===== config.mk =====
export PLATFORM = sky130hd
export DESIGN_NAME = freq_meter
export DESIGN_NICKNAME = d
export VERILOG_FILES = /design/src/rtl/freq_meter.sv
export SDC_FILE = /design/constraint.sdc
export NUM_CORES = 1
export LEC_CHECK = 0
export ABC_AREA = 1
export ABC_CLOCK_PERIOD_IN_PS = 2300
export BUFFER_PORTS_ARGS = -buffer_cell sky130_fd_sc_hd__buf_2
export CORE_ASPECT_RATIO = 0.8
export CORE_UTILIZATION = 59
export DETAILED_ROUTE_END_ITERATION = 12
export PLACE_DENSITY = 0.79
export SLEW_MARGIN = 30
export SYNTH_ARGS = -nofsm -noshare
export SYNTH_HDL_FRONTEND = slang
export SYNTH_SLANG_ARGS = --single-unit

===== constraint.sdc =====
create_clock -name clk -period 2.3 [get_ports clk]
set_input_delay 0.345 -clock clk [delete_from_list [all_inputs] [get_ports clk]]
set_output_delay 0.345 -clock clk [all_outputs]
set_load 0.02 [all_outputs]

===== src/rtl/freq_meter.sv =====
// freq_meter: gated multi-channel edge counter; define FREQ_METER_OVF_EN for
// saturating counters with per-channel sticky overflow flags.
module freq_meter #(
  parameter int NCH = 2,
  parameter int CNT_W = 24,
  parameter int GATE_W = 25,
  parameter int GATE_CYCLES = 25000000
) (
  input  logic                 clk,
  input  logic                 rst_n,
  input  logic                 start,
  input  logic                 cont,
  input  logic [NCH-1:0]       sig_in,
  output logic                 busy,
  output logic [NCH*CNT_W-1:0] result,
  output logic                 result_valid,
  output logic                 led,
  output logic [NCH-1:0]       ovf
);
  typedef enum logic [1:0] {IDLE, ARM, GATE, DONE} state_t;
  localparam logic [GATE_W-1:0] GATE_LAST = GATE_W'(GATE_CYCLES - 1);
  state_t state, state_nx;
  logic [NCH-1:0] s1, s2, hist, rise, full;
  logic [GATE_W-1:0] gate_cnt;
  logic [CNT_W-1:0] cnt [NCH];
  logic [CNT_W-1:0] res [NCH];
  assign rise = s2 & ~hist;
  assign busy = state != IDLE;
  always_comb begin
    state_nx = state == IDLE ? ((start | cont) ? ARM : IDLE) :
               state == ARM  ? GATE :
               state == GATE ? (gate_cnt == GATE_LAST ? DONE : GATE) :
               (cont ? ARM : IDLE);
  end
  always_comb begin
    result = '0;
    for (int i = 0; i < NCH; i++) result[i*CNT_W +: CNT_W] = res[i];
  end
  always_ff @(posedge clk or negedge rst_n)
    if (!rst_n) begin
      state <= IDLE;
      s1 <= '0;
      s2 <= '0;
      hist <= '0;
      gate_cnt <= '0;
      result_valid <= 1'b0;
      led <= 1'b0;
    end else begin
      state <= state_nx;
      s1 <= sig_in;
      s2 <= s1;
      hist <= s2;
      gate_cnt <= state == ARM ? '0 : state == GATE ? gate_cnt + 1'b1 : gate_cnt;
      result_valid <= state == DONE;
      led <= led ^ (state == DONE);
    end
  // A full counter only blocks increments when saturation is compiled in.
  always_ff @(posedge clk or negedge rst_n)
    if (!rst_n) begin
      for (int i = 0; i < NCH; i++) begin
        cnt[i] <= '0;
        res[i] <= '0;
      end
    end else begin
      for (int i = 0; i < NCH; i++) begin
        if (state == ARM) cnt[i] <= '0;
        else if (state == GATE && rise[i] && !full[i]) cnt[i] <= cnt[i] + 1'b1;
        if (state == DONE) res[i] <= cnt[i];
      end
    end
`ifdef FREQ_METER_OVF_EN
  logic [NCH-1:0] sticky, ovf_r;
  assign ovf = ovf_r;
  always_comb begin
    full = '0;
    for (int i = 0; i < NCH; i++) full[i] = &cnt[i];
  end
  always_ff @(posedge clk or negedge rst_n)
    if (!rst_n) begin
      sticky <= '0;
      ovf_r <= '0;
    end else begin
      sticky <= state == ARM ? '0 : state == GATE ? sticky | (rise & full) : sticky;
      ovf_r <= state == DONE ? sticky : ovf_r;
    end
`else
  assign full = '0;
  assign ovf = '0;
`endif
endmodule


# After elaboration in Yosys (flattened, before gate mapping)
# Cells that the tools add are included.
[op_classes]
shift = 0
n_addsub = 3
n_mux = 12
n_lt_le_gt_ge = 0
n_mul = 0
n_eq_ne = 4
reduce_logical = 7
n_div = 0
bitwise = 4
[ops]
columns = ["operator", "count"]
rows = [
  ["$mux 24", 4],
  ["$mux 25", 2],
  ["$add 24x1->24 const B", 2],
  ["$add 25x1->25 const B", 1],
  ["$eq 25x25->1 const B", 1],
  ["$reduce_bool 2->1", 4],
  ["$mux 2", 3],
  ["$eq 2x2->1 const B", 2],
  ["$mux 1", 3],
  ["$and 2x2->2", 1],
  ["$eq 2x1->1 const B", 1],
  ["$logic_and 1x1->1", 2],
  ["$logic_not 2->1", 1],
  ["$not 2->2", 1],
  ["$or 1x1->1", 1],
  ["$xor 1x1->1", 1],
]
[totals]
ff_bits = 131
mem_bits_rw = 0
rom_bits = 0
latchBits = 0
output_inout_bits = 53
n_memories = 0

# Longest topological paths before layout
# Gate-level depths: netlist of the first run.
[logic_depth]
ltp_word = 5
depth_mapped = 11

# Least setup slack after synthesis of the first run
# No wires, ideal clock.
[synth_path]
path_kind = "register -> register"
start = "register state[0]"
end = "register gate_cnt[14]"
required_ns = 2.169
setup_ns = 0.131
n_path_buf = 1
arrival_time_ns = 1.452
path_stages_with_launch = 9
path_slack_ns = 0.718
path_cell_list = "dfrtp_1 inv_1 ha_1 buf_4 nand2_1 nor2_2 nand3_1 o21ai_0 a21oi_1"
[synth_via]
elab_chain_cells = 2
elab_cells_between_ends = 4
cone_classes = "2 x eq/ne; 1 x mux; 1 x reduce/logical"
[synth_lines]
columns = ["element", "line", "text"]
rows = [
  ["start: declaration", "22", "state_t state, state_nx;"],
  ["start signal: assignment", "49", "state <= state_nx;"],
  ["$eq 2x1->1 or $eq 2x2->1 (tied branches)", "53", "gate_cnt <= state == ARM ? '0 : state == GATE ? gate_cnt + 1'b1 : gate_cnt;"],
  ["$mux 25 or $reduce_bool 2->1 (tied branches)", "n/a", ""],
  ["end signal: assignment", "53", ""],
  ["end: declaration", "24", "logic [GATE_W-1:0] gate_cnt;"],
]
# Parallel ways exist; a longest one is shown, timed or not.
# A chain may end at the register's enable or synchronous reset.

# Worst setup path in the final report of the first run
[layout_path]
start = "register state[1]"
end = "register gate_cnt[13]"
# Same word-level chain as after synthesis.

==> flow_metrics.py, run 1 <==
metrics = {
    "setup_path": {
        "r2r_slack_ns": 0.34,
        "cp-end-kind": "register",
        "cp_slowest_cell": "ha_1",
        "reg2regPathDepth": 11,
        "crit_path_end": "gate_cnt[13]",
        "reg2reg_from": "state[1]",
        "crit_fanout": 13,
        "crit_type": "register to register",
        "cp_slowest_stage_delay_ns": 0.51,
        "r2r_end": "gate_cnt[13]",
        "crit_top_cell": "nand2_1",
        "path_cells": "inv_1 > ha_1 > nand2_1 > nor2_2 > nand2_1 > nor2_2 > nand2_1 > nand2_1 > nand2_1 > nand2_1 > inv_1",
        "critical_path_arrival_ns": 2.28,
        "cp-startpoint": "state[1]",
        "critPathLaunchType": "register",
        "required_ns": 2.61,
    },
    "die": {
        "fp.dieArea_um2": 11310,
        "die_height_um": 95.30,
        "die_w_um": 118.6,
        "num_rows": 33,
        "pin_count": 59,
        "core_area_um2": 10410,
        "start_util_pct": 61.70,
    },
    "clock_tree": {
        "cts.sinks": 131,
        "clk_latency_ns": 0.42,
        "cts_buffers": 17,
        "postCtsSetupRepairBufs": 0,
        "clkTransAtPathRegs_ns": 0.06,
        "cts_tree": "done",
        "clock_path_buffers": 2,
        "cts_root_buffer": "clkbuf_16",
        "cts_max_level": 4,
    },
    "synthesis": {
        "synth.avg_cell_area_um2": 7.965,
        "synth-compound-area-share_pct": 6.938,
        "seq_area_frac_synth_pct": 51.06,
        "yosysWarnings": 0,
        "synthAdderAreaFrac_pct": 1.364,
        "synth-xor-area-share_pct": 0.2729,
        "syn_area_um2": 6420,
        "ys_ff_latch": 131,
        "synth_top_family_by_area": "simple AND/OR/NAND/NOR gates",
        "synthCells": 806,
        "synthSimpleGateAreaFrac_pct": 29.47,
        "synth_cell_types": 28,
        "muxShareOfSynthArea_pct": 4.385,
    },
    "detailed_routing": {
        "postRouteAntennaNets": 0,
        "via_count": 5520,
        "drt_wl_total_um": 13930,
        "routedWlPerCell_um": 13.63,
        "drc": 0,
        "drt-initial-drc-count": 408,
        "via_per_inst": 5.401,
        "drt_first_pass_iters": 7,
    },
    "timing": {
        "grt_setup_unrepaired": "no",
        "report.final.slew_viol_count": 0,
        "hold_viol": 0,
        "fmax_ghz": 0.5089,
        "skew_ns": 0.004995,
        "hold_ws_ns": 0.03144,
        "setup_viol": 0,
        "post-route-period-util_pct": 85.43,
        "tns_ns": 0,
        "min_period_ns": 1.965,
    },
    "placement": {
        "hpwl_um": 9761,
        "placed_cells": 990,
        "place_congestion": 0.9030,
        "io_buffers": 56,
    },
    "power_and_ir_drop": {
        "p_leak_nw": 3.717,
        "vdd_drop_max_mv": 0.5803,
        "p_per_area_nw_per_um2": 1022,
    },
    "finish": {
        "antenna_cells": 0,
        "fin_cells": 1022,
        "drive_gt1_share_pct": 15.76,
        "final_nets": 883,
        "area_growth_pct": 16.55,
    },
    "global_route": {
        "grt_pass1_wl_um": 23460,
        "grt_max_degree": 74,
        "overflow": 0,
        "grt_usage_pct": 26.77,
        "antenna_found_initial": 0,
        "grt_pass1_vias": 4965,
    },
    "run": {
        "max_cap_viol_count": 0,
    },
    "outcome": {
        "status": "finished clean",
    },
    "worst_hold_path": {
        "hold_class": "input pin to register",
    },
}
[layer usage]
metal	part of all wire [%]	global-route usage, %	vias to the layer above
li1	-	-	2692
met1	46	37.08	2585
met2	45	40.06	221
met3	7.8	6.998	22
met4	1.7	11.60	0
met5	0	0	-
[cell usage in the layout, fill, tap and decap left out, types with 17 or more instances in the layout]
master     netlist  final
nand2_1        181    181
nor2_1         171    171
dfrtp_1        131    131
inv_1           83     83
nand3_1         61     61
a21oi_1         60     60
buf_2           10     55
mux2_2          25     25
o21ai_0         23     23
clkbuf_16        0     17
[kinds of logic (layout without fill, tap and decap cells)]
group | count (synthesis) | in the layout
flip-flops | 131 | 131
AO/OA/AOI/OAI | 87 | 87
buffers and inverters | 103 | 178
other | 1 | 2
XOR/XNOR | 2 | 2
multiplexers | 25 | 25
AND/OR/NAND/NOR | 450 | 450
adder cells (fa/ha/maj) | 7 | 7
[flip-flops by register name, summed over array words and instances, names as in the netlist]
signal / count
cnt: 48
result: 48
s1: 2
result_valid: 1
gate_cnt: 25
s2: 2
state: 2
led: 1
hist: 2
[critical path, delay by kind of cell (launching register included)]
family,cells,cell delay [ns]
buffers and inverters,2,0.12
flip-flops,1,0.37
adder cells (fa/ha/maj),1,0.51
AND/OR/NAND/NOR,8,0.86
[cells in the mapped netlist]
| library cell | number | share of area [%] |
|---|---|---|
| buf_4 | 4 | 0.47 |
| o21ai_0 | 23 | 1.8 |
| dfrtp_1 | 131 | 51 |
| ha_1 | 7 | 1.4 |
| nor2_4 | 6 | 1.1 |
| clkbuf_1 | 4 | 0.23 |
| nand4_1 | 10 | 0.97 |
| nor2_1 | 171 | 10 |
| mux2_2 | 25 | 4.4 |
| buf_1 | 1 | 0.058 |
| buf_2 | 10 | 0.78 |
| nand2_1 | 181 | 11 |
| and2_1 | 1 | 0.098 |
| a21oi_1 | 60 | 4.7 |
| nor3_1 | 5 | 0.39 |
| conb_1 | 1 | 0.058 |
| nand3_1 | 61 | 4.8 |
| clkinv_1 | 1 | 0.058 |
| o21bai_1 | 2 | 0.23 |
| nand2_4 | 2 | 0.35 |
| nor2_2 | 9 | 0.88 |
| o21a_1 | 1 | 0.12 |
| a22oi_1 | 1 | 0.12 |
| nand2_2 | 3 | 0.29 |
| xnor2_1 | 1 | 0.14 |
| xor2_1 | 1 | 0.14 |
| and3_1 | 1 | 0.098 |
| inv_1 | 83 | 4.9 |
[metrics by stage]
| stage | setup WS [ns] | instance area [um^2] | util [%] | power [mW] |
|---|---|---|---|---|
| 2_1_floorplan | 0.7176 | 6424 | - | 4.335 |
| 6_report | 0.3351 | 7482 | 71.91 | 7.650 |
| 3_5_place_dp | 0.3997 | 6868 | 66.01 | 4.947 |
| 5_1_grt | 0.1072 | 7482 | 71.91 | 8.058 |
| 4_1_cts | 0.3636 | 7482 | 71.91 | 7.714 |
| 3_3_place_gp | 0.4600 | 6868 | 66.01 | 4.859 |
[worst min path at each step]
stage,startpoint,end,slack [ns],cells past startpoint
after global routing,sig_in[1],s1[1],0.02,1
after CTS,sig_in[1],s1[1],0.02,1
after floorplan,rst_n,cnt[0],0.05,0
final,sig_in[1],s1[1],0.03,1
after global placement,rst_n,result[17],0.32,1
after detailed placement,rst_n,result[17],0.32,1
[area by class of cell]
class	count	area, um^2
Multi-Input combinational cell	573	2734
Sequential cell	131	3278
Timing Repair Buffer	63	375.4
Clock inverter	14	178.9
Tap cell	140	175.2
Clock buffer	17	425.4
Fill cell	777	2923
Inverter	84	315.3
[report_power, final]
part	internal [mW]	switching, mW
Combinational	0.679	1.34
Sequential	2.66	0.213
Clock	1.71	1.05
Total	5.05	2.60
[what timing repair did]
action / 4_1_cts / 5_1_grt
gates resized for setup: 0 / 0
hold buffers: 1 / 0
endpoints found under the hold margin: 30 / 0
setup endpoints to repair: 0 / 0
Power figures use the tool's default switching activity.
==> inputs of run 2 (changes only) <==
--- a/config.mk
+++ b/config.mk
@@ -11,6 +11,7 @@
 export CORE_ASPECT_RATIO = 0.8
 export CORE_UTILIZATION = 59
 export DETAILED_ROUTE_END_ITERATION = 12
+export MAX_ROUTING_LAYER = met4
 export PLACE_DENSITY = 0.79
 export SLEW_MARGIN = 30
 export SYNTH_ARGS = -nofsm -noshare
==> flow_metrics.py, run 2 (synthesized netlist as in run 1, its figures left out) <==
metrics = {
    "outcome": {
        "status": "finished clean",
    },
    "power_and_ir_drop": {
        "p_per_area_nw_per_um2": 1024,
        "p_comb_share_pct": 27.4,
        "swShare_pct": 34.18,
        "power.switching_mw": 2.626,
        "p_int_mw": 5.056,
        "power_mw": 7.682,
        "power.share.clock_pct": 35.0,
        "pwr-share-seq_pct": 37.5,
        "vdd_drop_max_mv": 0.6152,
        "p_leak_nw": 3.730,
    },
    "finish": {
        "antenna_cells": 0,
        "layout_commonest_cell": "nand2_1",
        "most-common-layout-cells": "181 x nand2_1, 171 x nor2_1, 131 x dfrtp_1, 83 x inv_1, 61 x nand3_1",
        "final_nets": 885,
        "area_growth_pct": 16.88,
        "drive_gt1_share_pct": 15.93,
    },
    "setup_path": {
        "worst-path-stages": 10,
        "reg2reg_from": "state[0]",
        "crit_type": "register to register",
        "reg2regPathDepth": 10,
        "crit_fanout": 6,
        "crit_path_end": "cnt[47]",
        "path_cells": "inv_1 > ha_1 > nand2_1 > nor2_1 > buf_4 > nand3_1 > nor2_1 > nand3_1 > nand2_1 > nor2_1",
        "crit_top_cell": "nor2_1",
        "cp_slowest_stage_delay_ns": 0.41,
        "cp-end-kind": "register",
        "critPathBufInv": 2,
        "cp_slowest_cell": "dfrtp_1",
        "critical_path_arrival_ns": 2.33,
        "required_ns": 2.60,
        "cp_top_family": "simple AND/OR/NAND/NOR gates",
        "cp-startpoint": "state[0]",
        "r2r_end": "cnt[47]",
        "critPathLaunchType": "register",
        "r2r_slack_ns": 0.27,
    },
    "timing": {
        "min_period_ns": 2.026,
        "worst_slew_margin_rel_pct": 58.61,
        "tns_ns": 0,
        "grt_setup_unrepaired": "no",
        "report.final.slew_viol_count": 0,
        "worst_pin_slew_ns": 0.6171,
        "hold_ws_ns": 0.04051,
        "skew_ns": 0.007869,
        "fmax_ghz": 0.4936,
        "hold_viol": 0,
        "post-route-period-util_pct": 88.08,
        "setup_viol": 0,
    },
    "die": {
        "die_height_um": 95.30,
        "pin_count": 59,
        "start_util_pct": 61.70,
        "num_rows": 33,
        "fp.dieArea_um2": 11310,
        "die_w_um": 118.6,
        "core_area_um2": 10410,
    },
    "detailed_routing": {
        "routedWlPerCell_um": 14.46,
        "drt_first_pass_iters": 5,
        "via_per_inst": 5.405,
        "drt_wl_total_um": 14820,
        "via_count": 5540,
        "drc": 0,
        "drt-initial-drc-count": 429,
        "postRouteAntennaNets": 0,
    },
    "global_route": {
        "antenna_found_initial": 0,
        "overflow": 0,
        "grt_pass1_wl_um": 24780,
        "grt_max_degree": 74,
        "grt_pass1_vias": 5255,
        "grt_usage_pct": 28.97,
    },
    "clock_tree": {
        "clkTransAtPathRegs_ns": 0.06,
        "clock_path_buffers": 2,
        "cts_buffers": 17,
        "cts_root_buffer": "clkbuf_16",
        "cts.sinks": 131,
        "cts_tree": "done",
        "clk_latency_ns": 0.42,
        "postCtsSetupRepairBufs": 0,
        "cts_hold_buffers": 1,
        "cts_max_level": 4,
        "ctsResizeCount": 0,
    },
    "worst_hold_path": {
        "hold_class": "input pin to register",
    },
    "run": {
        "max_cap_viol_count": 0,
    },
    "placement": {
        "place_congestion": 0.9088,
        "io_buffers": 56,
        "hpwl_um": 10260,
    },
}
-- run 2: power by group through the flow --
stage | clock [mW] | sequential [mW] | combinational, mW
2_1_floorplan | 0 | 3.18 | 1.16
3_3_place_gp | 0 | 2.89 | 2.01
3_5_place_dp | 0 | 2.91 | 2.08
4_1_cts | 2.72 | 2.88 | 2.12
5_1_grt | 2.82 | 2.92 | 2.34
6_report | 2.69 | 2.88 | 2.11
-- run 2: metrics by stage --
step	instances	cell area [um^2]	utilization (%)	setup slack, ns
6_report	1025	7503	72.11	0.2743
5_1_grt	1025	7503	72.11	0.1677
4_1_cts	1025	7503	72.11	0.2911
3_5_place_dp	992	6895	66.27	0.4179
3_3_place_gp	992	6895	66.27	0.4929
2_1_floorplan	807	6424	-	0.7176
-- run 2: worst min path at each step --
stage / to / slack, ns / cells after the start / start
floorplan: cnt[0] / 0.05 / 0 / rst_n
global route: s1[0] / 0.03 / 1 / sig_in[0]
global placement: result[18] / 0.34 / 1 / rst_n
detailed placement: cnt[42] / 0.34 / 1 / rst_n
finish: s1[0] / 0.04 / 1 / sig_in[0]
CTS: s1[1] / 0.03 / 1 / sig_in[1]
-- run 2: routing by layer --
layer	share of wire [%]	track usage [%]	up-vias
met5	0	-	-
met4	1.5	10.34	0
met3	5.5	5.502	21
met2	48	44.64	195
met1	46	38.72	2628
li1	-	-	2696
-- run 2: cell type report --
class / instances / area (um^2)
clock buffer: 21 / 470.5
sequential: 131 / 3278
tap: 140 / 175.2
inverter: 84 / 315.3
fill: 820 / 2902
multi-input combinational: 573 / 2734
timing repair buffer: 65 / 402.9
clock inverter: 11 / 127.6
